### src/rtl/camera_capture_ctrl.sv
// Ping-pong frame capture sequencer: arms on start, aligns to a clean vsync, writes linear addresses.
// Optional 2x decimation (even pixels of even source lines only) when CAPTURE_DECIMATE_EN is defined.
module camera_capture_ctrl #(
  parameter int unsigned H_PIXELS = 320,
  parameter int unsigned V_LINES  = 240,
  parameter int unsigned ADDR_W   = 17,
  parameter int unsigned DATA_W   = 16
) (
  input  logic              p_clock,
  input  logic              reset,
  input  logic              start,
  input  logic              continuous,
  input  logic              vsync,
  input  logic              href,
  input  logic              pixel_valid,
  input  logic [DATA_W-1:0] pixel_data,
  input  logic              frame_done,
  output logic              wr_en,
  output logic [ADDR_W-1:0] wr_addr,
  output logic [DATA_W-1:0] wr_data,
  output logic              wr_bank,
  output logic              ready_bank,
  output logic              frame_ready,
  output logic              frame_error,
  output logic              busy
);

  localparam int unsigned X_W = $clog2(H_PIXELS + 1);
  localparam int unsigned Y_W = $clog2(V_LINES + 1);

  typedef enum logic [1:0] {IDLE, SYNC, CAPTURE, DONE} state_t;

  state_t              state_q;
  logic [X_W-1:0]      x_q;
  logic [Y_W-1:0]      y_q;
  logic [ADDR_W-1:0]   base_q;
  logic                ovf_q;
  logic                short_q;
  logic                seen_vs_q;
  logic                href_q;
  logic                wr_en_q;
  logic [ADDR_W-1:0]   wr_addr_q;
  logic [DATA_W-1:0]   wr_data_q;
  logic                wr_bank_q;
  logic                ready_bank_q;
  logic                frame_ready_q;
  logic                frame_error_q;
  logic                busy_q;

  logic                keep_px_c;
  logic                line_end_c;
  logic                x_room_c;
  logic                y_room_c;

`ifdef CAPTURE_DECIMATE_EN
  logic                px_par_q;
  logic                py_par_q;
  assign keep_px_c = pixel_valid && !px_par_q && !py_par_q;
`else
  assign keep_px_c = pixel_valid;
`endif

  assign line_end_c = href_q && !href;
  assign x_room_c   = x_q < X_W'(H_PIXELS);
  assign y_room_c   = y_q < Y_W'(V_LINES);

  always_ff @(posedge p_clock or posedge reset) begin
    if (reset) begin
      state_q       <= IDLE;
      x_q           <= '0;
      y_q           <= '0;
      base_q        <= '0;
      ovf_q         <= 1'b0;
      short_q       <= 1'b0;
      seen_vs_q     <= 1'b0;
      href_q        <= 1'b0;
      wr_en_q       <= 1'b0;
      wr_addr_q     <= '0;
      wr_data_q     <= '0;
      wr_bank_q     <= 1'b0;
      ready_bank_q  <= 1'b0;
      frame_ready_q <= 1'b0;
      frame_error_q <= 1'b0;
      busy_q        <= 1'b0;
`ifdef CAPTURE_DECIMATE_EN
      px_par_q      <= 1'b0;
      py_par_q      <= 1'b0;
`endif
    end else begin
      wr_en_q       <= 1'b0;
      frame_ready_q <= 1'b0;
      href_q        <= href;
      case (state_q)
        IDLE: begin
          if (start) begin
            state_q       <= SYNC;
            frame_error_q <= 1'b0;
            busy_q        <= 1'b1;
            seen_vs_q     <= 1'b0;
          end
        end
        // Only a full blank-to-active vsync transition opens a capture window.
        SYNC: begin
          if (vsync) begin
            seen_vs_q <= 1'b1;
          end else if (seen_vs_q) begin
            state_q <= CAPTURE;
          end
        end
        CAPTURE: begin
          if (keep_px_c) begin
            if (x_room_c && y_room_c) begin
              wr_en_q   <= 1'b1;
              wr_addr_q <= base_q + ADDR_W'(x_q);
              wr_data_q <= pixel_data;
              x_q       <= x_q + X_W'(1);
            end else begin
              ovf_q <= 1'b1;
            end
          end
`ifdef CAPTURE_DECIMATE_EN
          if (pixel_valid) px_par_q <= ~px_par_q;
          if (line_end_c) begin
            px_par_q <= 1'b0;
            py_par_q <= ~py_par_q;
          end
`endif
          // Stored x is only non-zero on kept lines, so skipped lines never advance y/base.
          if (line_end_c && (x_q != '0)) begin
            if (x_q != X_W'(H_PIXELS)) short_q <= 1'b1;
            base_q <= base_q + ADDR_W'(H_PIXELS);
            y_q    <= y_q + Y_W'(1);
            x_q    <= '0;
          end
          if (frame_done || vsync) state_q <= DONE;
        end
        DONE: begin
          if ((y_q == Y_W'(V_LINES)) && !ovf_q && !short_q) begin
            frame_ready_q <= 1'b1;
            ready_bank_q  <= wr_bank_q;
            wr_bank_q     <= ~wr_bank_q;
          end else begin
            frame_error_q <= 1'b1;
          end
          x_q       <= '0;
          y_q       <= '0;
          base_q    <= '0;
          ovf_q     <= 1'b0;
          short_q   <= 1'b0;
          seen_vs_q <= 1'b0;
`ifdef CAPTURE_DECIMATE_EN
          px_par_q  <= 1'b0;
          py_par_q  <= 1'b0;
`endif
          if (continuous) begin
            state_q <= SYNC;
          end else begin
            state_q <= IDLE;
            busy_q  <= 1'b0;
          end
        end
        default: state_q <= IDLE;
      endcase
    end
  end

  assign wr_en       = wr_en_q;
  assign wr_addr     = wr_addr_q;
  assign wr_data     = wr_data_q;
  assign wr_bank     = wr_bank_q;
  assign ready_bank  = ready_bank_q;
  assign frame_ready = frame_ready_q;
  assign frame_error = frame_error_q;
  assign busy        = busy_q;

endmodule

### config.mk
export PLATFORM = sky130hd
export DESIGN_NAME = camera_capture_ctrl
export DESIGN_NICKNAME = d
export VERILOG_FILES = /design/src/rtl/camera_capture_ctrl.sv
export SDC_FILE = /design/constraint.sdc
export NUM_CORES = 1
export LEC_CHECK = 0
export ABC_AREA = 1
export ABC_CLOCK_PERIOD_IN_PS = 6650
export CAP_MARGIN = 20
export CORE_ASPECT_RATIO = 0.7
export CORE_UTILIZATION = 58
export DETAILED_ROUTE_END_ITERATION = 8
export PLACE_DENSITY = 0.86
export SETUP_SLACK_MARGIN = 0.02
export SYNTH_ARGS = -nofsm -noshare
export SYNTH_HDL_FRONTEND = slang
export SYNTH_SLANG_ARGS = --single-unit
### constraint.sdc
create_clock -name p_clock -period 6.65 [get_ports p_clock]
set_input_delay 1.33 -clock p_clock [delete_from_list [all_inputs] [get_ports p_clock]]
set_output_delay 1.33 -clock p_clock [all_outputs]
set_load 0.02 [all_outputs]
# Yosys cells after proc, flatten, opt, wreduce, memory -nomap -nowiden
# Cells that the tools add are included.
# totals
ff_bits	79
word_cells	98
# op_classes
add_sub_neg	4
order_cmp	2
eq_ne	18
mux	33
n_bitwise	1
reduce_logical	24
# ops
op	n
$pmux W17 S2	1
$mux W9	3
$ne A2 B2 Y1 const B	11
$reduce_and A3 Y1	7
$pmux W9 S2	1
$add A17 B9 Y17	1
$add A17 B9 Y17 const B	1
$mux W17	1
$pmux W8 S2	1
$mux W1	15
$add A9 B1 Y9 const B	1
$lt A9 B9 Y1 const B	1
$ne A9 B9 Y1 const B	1
$reduce_bool A9 Y1	1
$add A8 B1 Y8 const B	1
$eq A8 B8 Y1 const B	1
$lt A8 B8 Y1 const B	1
$mux W2	4
$mux W8	1
$pmux W1 S2	4
$pmux W2 S4	1
$ne A3 B3 Y1 const B	2
$logic_and A1 B1 Y1	5
$eq A2 B2 Y1 const B	2
other kinds (10)	14

# Longest topological paths before layout
# Gate-level depths: netlist of the first run.
# depth
word_depth	6
mapped_depth	11

# Worst setup path before layout of the first run
# No wires, ideal clock.
# synth_path
path_kind	input port to flip-flop
startpoint	input href
endpoint	register base_q[15]
setup_time_ns	0.126
arrival_time_ns	1.995
t_required_ns	6.524
setup_slack_ns	4.529
cell_stages	7
n_path_buf	1
path_cell_list	nor2_1 -> nand3_2 -> nand2_4 -> inv_2 -> buf_6 -> nand2_1 -> o21ai_0
# synth_via
elab_chain_cells	5
# synth_rtl
item	line_no	rtl
start: declaration	14	input logic href,
$logic_not A1 Y1	63	assign line_end_c = href_q && !href;
$logic_and A1 B1 Y1	63	
$logic_and A1 B1 Y1	129	if (line_end_c && (x_q != '0)) begin
$ne A2 B2 Y1 (no source line)	-	
$reduce_and A2 Y1 (no source line)	-	
end signal: assignment	131	base_q <= base_q + ADDR_W'(H_PIXELS);
end: declaration	36	logic [ADDR_W-1:0] base_q;
# Every way passes these cells.
# A chain may end at the register's enable or synchronous reset.

# Worst setup path after layout of the first run
# layout_path
startpoint	input pixel_valid
endpoint	register wr_addr_q[3], in the netlist wr_addr[3]
# layout_via
elab_chain_cells	1
# layout_rtl
item	line_no	rtl
start: declaration	15	input logic pixel_valid,
$reduce_and A3 Y1 (no source line)	-	
end signal: assignment	114	wr_addr_q <= base_q + ADDR_W'(x_q);
end: declaration	42	logic [ADDR_W-1:0] wr_addr_q;
# Every way passes these cells.

==> results by group, run 1 <==
Routing
  • Drt total wl: 8372 µm
  • DR DRC count: 0
  • DR iter-0 viols: 195
  • WL/cell: 13.33 µm
  • Final ANT Viol Nets: 0
  • DRT Pass-1 Iters: 5
  • Vias: 3343
  • DR vias/cell: 5.323

Setup path
  • Critical Path Source Type: primary input
  • Worst path slowest cell: nor2_4
  • Setup CP Type: primary input to register
  • Crit-path leading delay family: buffers and inverters
  • Crit path arrival time: 3.19 ns
  • Crit path cell chain: clkdlybuf4s50_1 > inv_1 > nor2_4 > inv_2 > nand2_1 > o21ai_0
  • WP data required: 6.87 ns
  • Critical path buffers and inverters: 3
  • Crit-path max FO: 39
  • Critical path's largest stage delay: 0.55 ns
  • Crit. End Element: register

Global routing
  • GR Util met3: 8.509%
  • Met1 Resource Use GR: 35.59%
  • Met2 Use GR: 40.12%
  • GRT overflow: 0
  • Vias in the first global route: 3091
  • Initial antenna violation count: 0
  • Grt peak-use layer: met2
  • Largest net degree at the start of global routing: 74
  • First-pass GRT wire length: 14100 µm
  • Gr usage total: 26.04%

STA
  • Min Hold Slack: 0.4755 ns
  • Final Hold Vio Count: 0
  • RSZ-0062 raised after global routing: no
  • F_max: 0.3368 GHz
  • Setup WS post-layout: 3.681 ns
  • Setup_tns: 0 ns
  • Slew of the pin with the lowest slew margin: 0.9020 ns
  • Setup violators final: 0
  • Final Cycle Share: 44.64%
  • Slew margin rel.: 39.87%
  • Clk_skew: 0.01203 ns
  • Final Max Tran Viols: 0
  • Fin crit period: 2.969 ns

Clock tree
  • TritonCTS clock tree: done
  • H-tree depth: 3
  • CTS clock-pin slew for the worst setup and hold paths: 0.08 ns
  • Post-CTS Setup Bufs: 0
  • Clock Latency Late Sink: 0.37 ns
  • CTS Buf Count: 9
  • CTS Sinks: 73
  • Clk buf depth: 2
  • CTS Hold Bufs: 0
  • CTS Root Cell: clkbuf_8
  • Resized cells post-CTS: 0

Job
  • Max-cap violation count: 0

Yosys
  • Post-Syn Nets: 521
  • Synthesized flop and latch total: 73
  • Ys Warns: 0
  • Post-Synthesis Cells: 484
  • Syn Std Cell Area: 3846 µm²
  • Synth Area per Inst: 7.947 µm²
  • Post-synth cell types: 33
  • Register area share after synthesis: 47.50%

Cells and area
  • Final std cells w/o fill: 628
  • Post-layout util: 73.69%
  • Fillcell total: 475
  • Final instance area: 4647 µm²
  • Layout-stage area growth over the synthesis result: 20.82%
  • Commonest cells after routing, fill and taps aside: nand2_1, dfrtp_1, clkdlybuf4s50_1
  • Nets: 582
  • Share of cells above drive strength 1: 7.636%
  • Final antenna diode count: 0
  • Commonest non-fill, non-tap cell in the layout: nand2_1

Placement
  • Placer Congestion: 0.8621
  • Pre-CTS setup slack: 3.332 ns
  • Placed Area: 4463 µm²
  • Detailed-placement wirelength estimate: 5775 µm
  • Port Buffers: 62
  • Placed insts: 612

Floorplanning
  • Die area: 6966 µm²
  • I/O pins: 63
  • Die height: 70.13 µm
  • Die extent in x: 99.33 µm
  • Starting density of the core: 60.99%
  • Std-Cell Rows: 24
  • Core Box Area: 6306 µm²

Run status
  • Status: complete, no violations

Worst hold path
  • Worst Hold Class: register to register

Power
  • Pwr dens: 424.2 nW/µm²
  • Power, Total: 1.971 mW
  • Leakage dissipation: 2.320 nW
  • Max VDD drop: 0.0003167 V
==> cell type report <==
class / instances / area (µm²) / area share, %
clock inverters: 7 / 60.06 / 1.292
inverters: 51 / 191.4 / 4.120
well taps: 78 / 97.59 / 2.100
clock buffers: 9 / 123.9 / 2.666
multi-input cells: 347 / 1719 / 37.00
flip-flops and latches: 73 / 1827 / 39.31
repair buffers: 63 / 628.1 / 13.52
==> logic make-up (layout without fill, tap and decap cells) <==
family / after synthesis / count (layout) / synth area share, %
and+or+nand+nor: 274 / 274 / 30.42
AOI/OAI and AO/OA: 49 / 49 / 7.547
xor gates and xnor gates: 11 / 11 / 2.505
adders and majority gates: 13 / 13 / 4.229
buffers and inverters: 64 / 130 / 7.807
DFF: 73 / 73 / 47.50
==> flip-flops by register name (all words and copies together), names as in the netlist, 2 cells and up <==
signal,cells
wr_addr,17
wr_data,16
base_q,11
x_q,9
y_q,8
state_q,2
==> per-layer routing <==
metal  share of wire (%)  vias up
met4                 1.1        0
met3                 6.2       12
met1                  47     1567
li1                    -     1652
met5                   0        -
met2                  45      112
==> Yosys cell counts (all sizes together) <==
cell / instances / area share, %
or2: 6 / 0.98
nor2: 42 / 4.3
o22ai: 1 / 0.16
o21a: 1 / 0.20
inv: 51 / 5.0
nand4: 5 / 0.81
ha: 13 / 4.2
buf: 11 / 2.6
xnor2: 5 / 1.1
o21ai: 37 / 5.6
a21oi: 6 / 0.78
nand3b: 1 / 0.20
a22oi: 1 / 0.20
dfrtp: 73 / 47
nor3: 5 / 0.65
xor2: 6 / 1.4
o2bb2ai: 1 / 0.23
nand3: 49 / 6.8
nand2: 166 / 17
o21bai: 1 / 0.20
clkbuf: 2 / 0.20
o31ai: 1 / 0.20
==> power by group <==
part / switching [mW] / total (mW) / internal, mW
Clock: 0.191 / 0.333 / 0.142
Combinational: 0.561 / 0.914 / 0.353
Sequential: 0.125 / 0.725 / 0.599
Total: 0.878 / 1.97 / 1.09
==> final timing paths <==
check                            start          end  slack, ns  depth (start not counted)
min                        wr_data[10]  wr_data[10]       0.48                          2
min in group asynchronous        reset  wr_addr[15]       1.54                          3
max                        pixel_valid   wr_addr[3]       3.68                          6
min reg2reg                wr_data[10]  wr_data[10]       0.48                          2
max reg2reg                 state_q[0]   wr_addr[3]       4.06                          9
max in group asynchronous        reset       y_q[3]       4.50                          3
==> worst reg2reg max path: cells and delay by family, from the launching register on <==
kind / cells / cell delay (ns)
DFF: 1 / 0.42
adders and majority gates: 1 / 0.31
and+or+nand+nor: 4 / 0.93
AOI/OAI and AO/OA: 1 / 0.11
buffers and inverters: 3 / 0.67
Power figures use the tool's default switching activity.
==> run 2: changes to the inputs <==
ABC_CLOCK_PERIOD_IN_PS = 2400   (was 6650)
CORE_UTILIZATION = 48   (was 58)
PLACE_DENSITY = 0.76   (was 0.86)
clock period = 2.4 ns   (was 6.65 ns; I/O delays follow)
==> results by group, run 2 (synthesis gave the netlist of run 1 again) <==
Placement
  • Port Buffers: 62 (unchanged)
  • Detailed-placement wirelength estimate: 6092 µm (was 5775 µm)
  • Placer Congestion: 0.8716 (was 0.8621)

STA
  • Setup violators final: 0 (unchanged)
  • Final Max Tran Viols: 0 (unchanged)
  • Final Cycle Share: 81.92%
  • Min Hold Slack: 0.4687 ns (was 0.4755 ns)
  • Final Hold Vio Count: 0 (unchanged)
  • Clk_skew: 0.007372 ns (was 0.01203 ns)
  • Setup_tns: 0 ns (unchanged)
  • Slew of the pin with the lowest slew margin: 0.5990 ns (was 0.9020 ns)
  • RSZ-0062 raised after global routing: no (unchanged)
  • Slew margin rel.: 60.01% (was 39.87%)
  • F_max: 0.5086 GHz
  • Fin crit period: 1.966 ns

Global routing
  • Initial antenna violation count: 0 (unchanged)
  • GRT overflow: 0 (unchanged)
  • Largest net degree at the start of global routing: 56 (was 74)
  • Gr usage total: 22.10% (was 26.04%)
  • Vias in the first global route: 3197 (was 3091)
  • First-pass GRT wire length: 14580 µm (was 14100 µm)

Setup path
  • Critical Path Source Type: register (was primary input)
  • Crit path cell chain: inv_1 > ha_1 > inv_2 > nor2_1 > nand2_2 > nor2_4 > buf_4 > o21ai_0 > o21a_1 (was clkdlybuf4s50_1 > inv_1 > nor2_4 > inv_2 > nand2_1 > o21ai_0)
  • Critical path's largest stage delay: 0.41 ns (was 0.55 ns)
  • Setup CP Type: register to register (was primary input to register)
  • Critical path buffers and inverters: 3 (unchanged)
  • Crit path arrival time: 2.19 ns (was 3.19 ns)
  • Crit-path leading delay family: buffers and inverters (unchanged)
  • Crit-path max FO: 28 (was 39)
  • Crit. End Element: register (unchanged)
  • WP data required: 2.62 ns (was 6.87 ns)
  • Worst path slowest cell: dfrtp_1 (was nor2_4)

Floorplanning
  • Std-Cell Rows: 26 (was 24)
  • Die extent in x: 109.0 µm (was 99.33 µm)
  • Starting density of the core: 51.18% (was 60.99%)
  • Core Box Area: 7515 µm² (was 6306 µm²)
  • I/O pins: 63 (unchanged)
  • Die area: 8381 µm² (was 6966 µm²)
  • Die height: 76.90 µm (was 70.13 µm)

Worst hold path
  • Worst Hold Class: register to register (unchanged)

Power
  • Leakage dissipation: 2.396 nW (was 2.320 nW)
  • Pwr dens: 1227 nW/µm² (was 424.2 nW/µm²)
  • Max VDD drop: 0.0005518 V (was 0.0003167 V)

Cells and area
  • Largest register FFs: 17 (unchanged)
  • Share of cells above drive strength 1: 7.971% (was 7.636%)
  • Nets: 584 (was 582)
  • Fillcell total: 641 (was 475)
  • Final antenna diode count: 0 (unchanged)
  • Layout-stage area growth over the synthesis result: 25.28% (was 20.82%)
  • Commonest non-fill, non-tap cell in the layout: nand2_1 (unchanged)
  • FF+latch area: 1827 µm² (unchanged)
  • Footprint of the multi-input gates: 1719 µm² (unchanged)
  • Commonest cells after routing, fill and taps aside: nand2_1, dfrtp_1, clkdlybuf4s50_1 (unchanged)

Clock tree
  • Clk buf depth: 2 (unchanged)
  • CTS Root Cell: clkbuf_16 (was clkbuf_8)
  • CTS Sinks: 73 (unchanged)
  • TritonCTS clock tree: done (unchanged)
  • Post-CTS Setup Bufs: 0 (unchanged)
  • CTS Buf Count: 9 (unchanged)
  • Clock Latency Late Sink: 0.33 ns (was 0.37 ns)
  • Resized cells post-CTS: 0 (unchanged)
  • CTS Hold Bufs: 0 (unchanged)
  • H-tree depth: 3 (unchanged)
  • CTS clock-pin slew for the worst setup and hold paths: 0.06 ns (was 0.08 ns)

Routing
  • Vias: 3317 (was 3343)
  • DR DRC count: 0 (unchanged)
  • Final ANT Viol Nets: 0 (unchanged)
  • DRT Pass-1 Iters: 5 (unchanged)
  • Drt total wl: 8427 µm (was 8372 µm)
  • DR iter-0 viols: 263 (was 195)
  • WL/cell: 12.96 µm (was 13.33 µm)
  • DR vias/cell: 5.103 (was 5.323)

Run status
  • Status: complete, no violations (unchanged)

Job
  • Max-cap violation count: 0 (unchanged)
==> run 2: changes by cell type in the layout (fill, tap and decap cells not counted), moves of 2 or more <==
cell,before,now
clkinv_4,0,2
clkbuf_8,9,0
clkinvlp_4,3,1
clkbuf_16,0,9
==> run 2: area by class of cell <==
class / instances / area share [%]
clock buffers: 9 / 4.674
clock inverters: 7 / 1.610
inverters: 51 / 3.973
multi-input cells: 347 / 35.68
flip-flops and latches: 73 / 37.91
well taps: 98 / 2.545
repair buffers: 65 / 13.61
==> run 2: where the power goes <==
| part | total, mW | internal (mW) | switching [mW] |
|---|---|---|---|
| clock | 1.34 | 0.813 | 0.532 |
| combinational | 2.56 | 0.997 | 1.57 |
| sequential | 2.00 | 1.67 | 0.338 |
==> run 2: tightest hold or removal path: cells and delay by family (launching register included) <==
| family | cells | cell delay, ns |
|---|---|---|
| flops | 1 | 0.34 |
| simple gates | 2 | 0.10 |
==> run 2: worst paths after layout <==
path,startpoint,end,slack [ns],depth (start not counted)
setup / recovery,state_q[0],wr_addr[9],0.43,9
hold / removal,wr_data[10],wr_data[10],0.47,2
setup reg to reg,state_q[0],wr_addr[9],0.43,9
hold reg to reg,wr_data[10],wr_data[10],0.47,2
max in group asynchronous,reset,y_q[7],1.29,3
min in group asynchronous,reset,wr_data[13],0.48,2
==> run 2: stage by stage <==
stage	setup slack [ns]	cell area, µm²	cells	util [%]	power (mW)
floorplan	0.06673	3846	484	-	3.743
global placement	0.4850	4516	634	60.09	4.467
detailed placement	0.4217	4516	634	60.09	4.593
CTS	0.4107	4818	650	64.12	5.956
global route	0.2541	4818	650	64.12	6.376
finish	0.4340	4818	650	64.12	5.912
==> run 2: layer usage <==
metal	wire, µm	track usage [%]	vias up
met5	0	0	-
met4	102	6.622	0
met3	613	6.122	11
met2	3622	33.84	102
met1	4088	30.42	1538
li1	-	-	1666
==> patch (flow settings as in run 2) <==
The 4 states of `state_t` get a one-hot encoding in 4 bits.
--- a/src/rtl/camera_capture_ctrl.sv
+++ b/src/rtl/camera_capture_ctrl.sv
@@ -28,7 +28,7 @@
   localparam int unsigned X_W = $clog2(H_PIXELS + 1);
   localparam int unsigned Y_W = $clog2(V_LINES + 1);
 
-  typedef enum logic [1:0] {IDLE, SYNC, CAPTURE, DONE} state_t;
+  typedef enum logic [3:0] {IDLE = 4'b0001, SYNC = 4'b0010, CAPTURE = 4'b0100, DONE = 4'b1000} state_t;
 
   state_t              state_q;
   logic [X_W-1:0]      x_q;
Check against the original RTL: same outputs for any inputs over 10 cycles, from zero or initial values and one cycle with reset high; not proved beyond that.
==> patch against run 2 <==
Critical path depth increased by 1; final cell count is 2.6% higher; worst hold slack worse by 0.020 ns; final area is 3.9% higher; setup slack better by 0.14 ns; synthesized area grew 2.4%; sequential cell count increased by 2; wire length increased by 5.4%; critical endpoint is now base_q[12]$_DFFE_PP0P_.
Power is not compared: it rests on default switching activity, and its combinational part moved more than twofold at a synthesized area within 25%.
==> patch: results (changes against run 2) <==
cells_and_area:
  nNetsFinal: 594  # +1.7%
  fillers: 648  # +1.1%
  layout.cells.non_filler: 667  # +2.6%
  drive_gt1_share_pct: 9.54  # +1.6 points
clock_network:
  cts_buffers: 9  # unchanged
detailed_routing:
  vias: 3420  # +3.1%
  wl_met1_mm: 4.19  # +2.5%
  met3_length_um: 636  # +3.8%
  drt_iter0_markers: 245  # -6.8%
  routedWlPerCell_um: 13.3  # +2.7%
  drt-pass1-iter-count: 8  # +3
  wl_met2_mm: 3.96  # +9.2%
logic_synthesis:
  syn_inst: 496  # +2.5%
  ys_seq_area_share_pct: 47.7  # +0.17 points
  syn-num-nets: 528  # +1.3%
  synth.area.top_cells: "dfrtp_1 47%, nand2_1 17%, nand3_1 5.3%, inv_1 4.7%, nor2_1 3.4%"
  synthTopCellsByCount: "177 x nand2_1, 74 x dfrtp_1, 49 x inv_1"
sta:
  clock_skew_ns: 0.00507  # -0.00230 ns
  worst_slew_pin_slew_ns: 0.595  # -0.00437 ns
worst_setup_path:
  crit_fanout: 15  # -46%
  crit_arrival_ns: 2.09  # -0.10 ns
placement:
  dpl.cell_count: 652  # +2.8%
  post-dp-hpwl_mm: 6.24  # +2.4%
  place_congestion: 0.901  # +3.4%
run_status:
  status: "completed"
grt:
  grt_pass1_vias: 3248  # +1.6%
  track_usage_pct: 23.0  # +0.89 points
  grt_first_pass_wirelength_mm: 15.1  # +3.4%
hold_path:
  hold_class: "in -> async"
-- patch: cell count changes after synthesis, sizes merged, moves of 2 or more --
cell           run 2  this run
nand4              5        14
xor2               6         4
nand3             49        45
nand2            166       184
nor3               5         3
clkbuf             2         0
o21ai             37        40
ha                13         8
o211ai             0         2
a21oi              6         4
-- patch: cells by family after synthesis --
family                   Yosys count  share of synthesized area (%)
AO/OA/AOI/OAI                     47                           6.80
XOR/XNOR                           8                           1.78
adder cells (fa/ha/maj)            8                           2.54
buffers and inverters             65                           7.62
flip-flops                        75                           47.7
AND/OR/NAND/NOR                  293                           33.6
-- patch: final timing paths --
| path | end | slack [ns] | cells after the start | startpoint |
|---|---|---|---|---|
| setup / recovery | base_q[12]$_DFFE_PP0P_ | 0.57 | 10 | x_q[0]$_DFFE_PP0P_ |
| hold / removal | y_q[4]$_DFFE_PP0P_ | 0.45 | 2 | reset |
| setup reg to reg | base_q[12]$_DFFE_PP0P_ | 0.57 | 10 | x_q[0]$_DFFE_PP0P_ |
| hold reg to reg | wr_data[15]$_DFFE_PP0P_ | 0.48 | 2 | wr_data[15]$_DFFE_PP0P_ |
| max in group asynchronous | state_q[0]$_DFFE_PP1P_ | 1.40 | 3 | reset |
| min in group p_clock | wr_data[15]$_DFFE_PP0P_ | 0.48 | 2 | wr_data[15]$_DFFE_PP0P_ |
-- patch: layer usage --
metal | vias up | global-route usage (%)
met5 | - | 0
met4 | 0 | 5.79
met3 | 14 | 7.90
met2 | 122 | 35.3
met1 | 1579 | 31.0
li1 | 1705 | -
-- patch: report_power, final --
part / switching (W) / total (W) / internal (W) / leakage [nW]
Clock: 0.000526 / 0.00167 / 0.00114 / 0.179
Sequential: 0.000185 / 0.00169 / 0.00150 / 0.991
Combinational: 0.000664 / 0.00117 / 0.000502 / 1.30
Total: 0.00137 / 0.00452 / 0.00314 / 2.47
-- patch: area by class of cell --
cell class / count / share of cell area, %
Sequential cell: 75 / 37.5
Multi-Input combinational cell: 356 / 35.2
Timing Repair Buffer: 67 / 13.4
Clock buffer: 10 / 4.77
Inverter: 53 / 4.08
Tap cell: 101 / 2.52
Clock inverter: 5 / 2.50
-- patch: metrics by stage --
stage	instance area (um^2)	setup slack [ns]	total power (W)
after floorplan	3940	0.943	0.00242
after CTS	5000	0.580	0.00455
final	5000	0.575	0.00452
after global placement	4640	0.375	0.00284
after detailed placement	4640	0.334	0.00288
after global routing	5000	0.440	0.00476
-- patch: worst max-delay path, cell delays in order, from the launching register on --
cell,delay (ns)
dfrtp_1,0.41
inv_1,0.11
ha_1,0.15
nand2_1,0.05
nor2_1,0.21
nand2_2,0.14
nand3_4,0.11
nand2_2,0.21
inv_2,0.19
nand2_1,0.07
o21ai_1,0.09
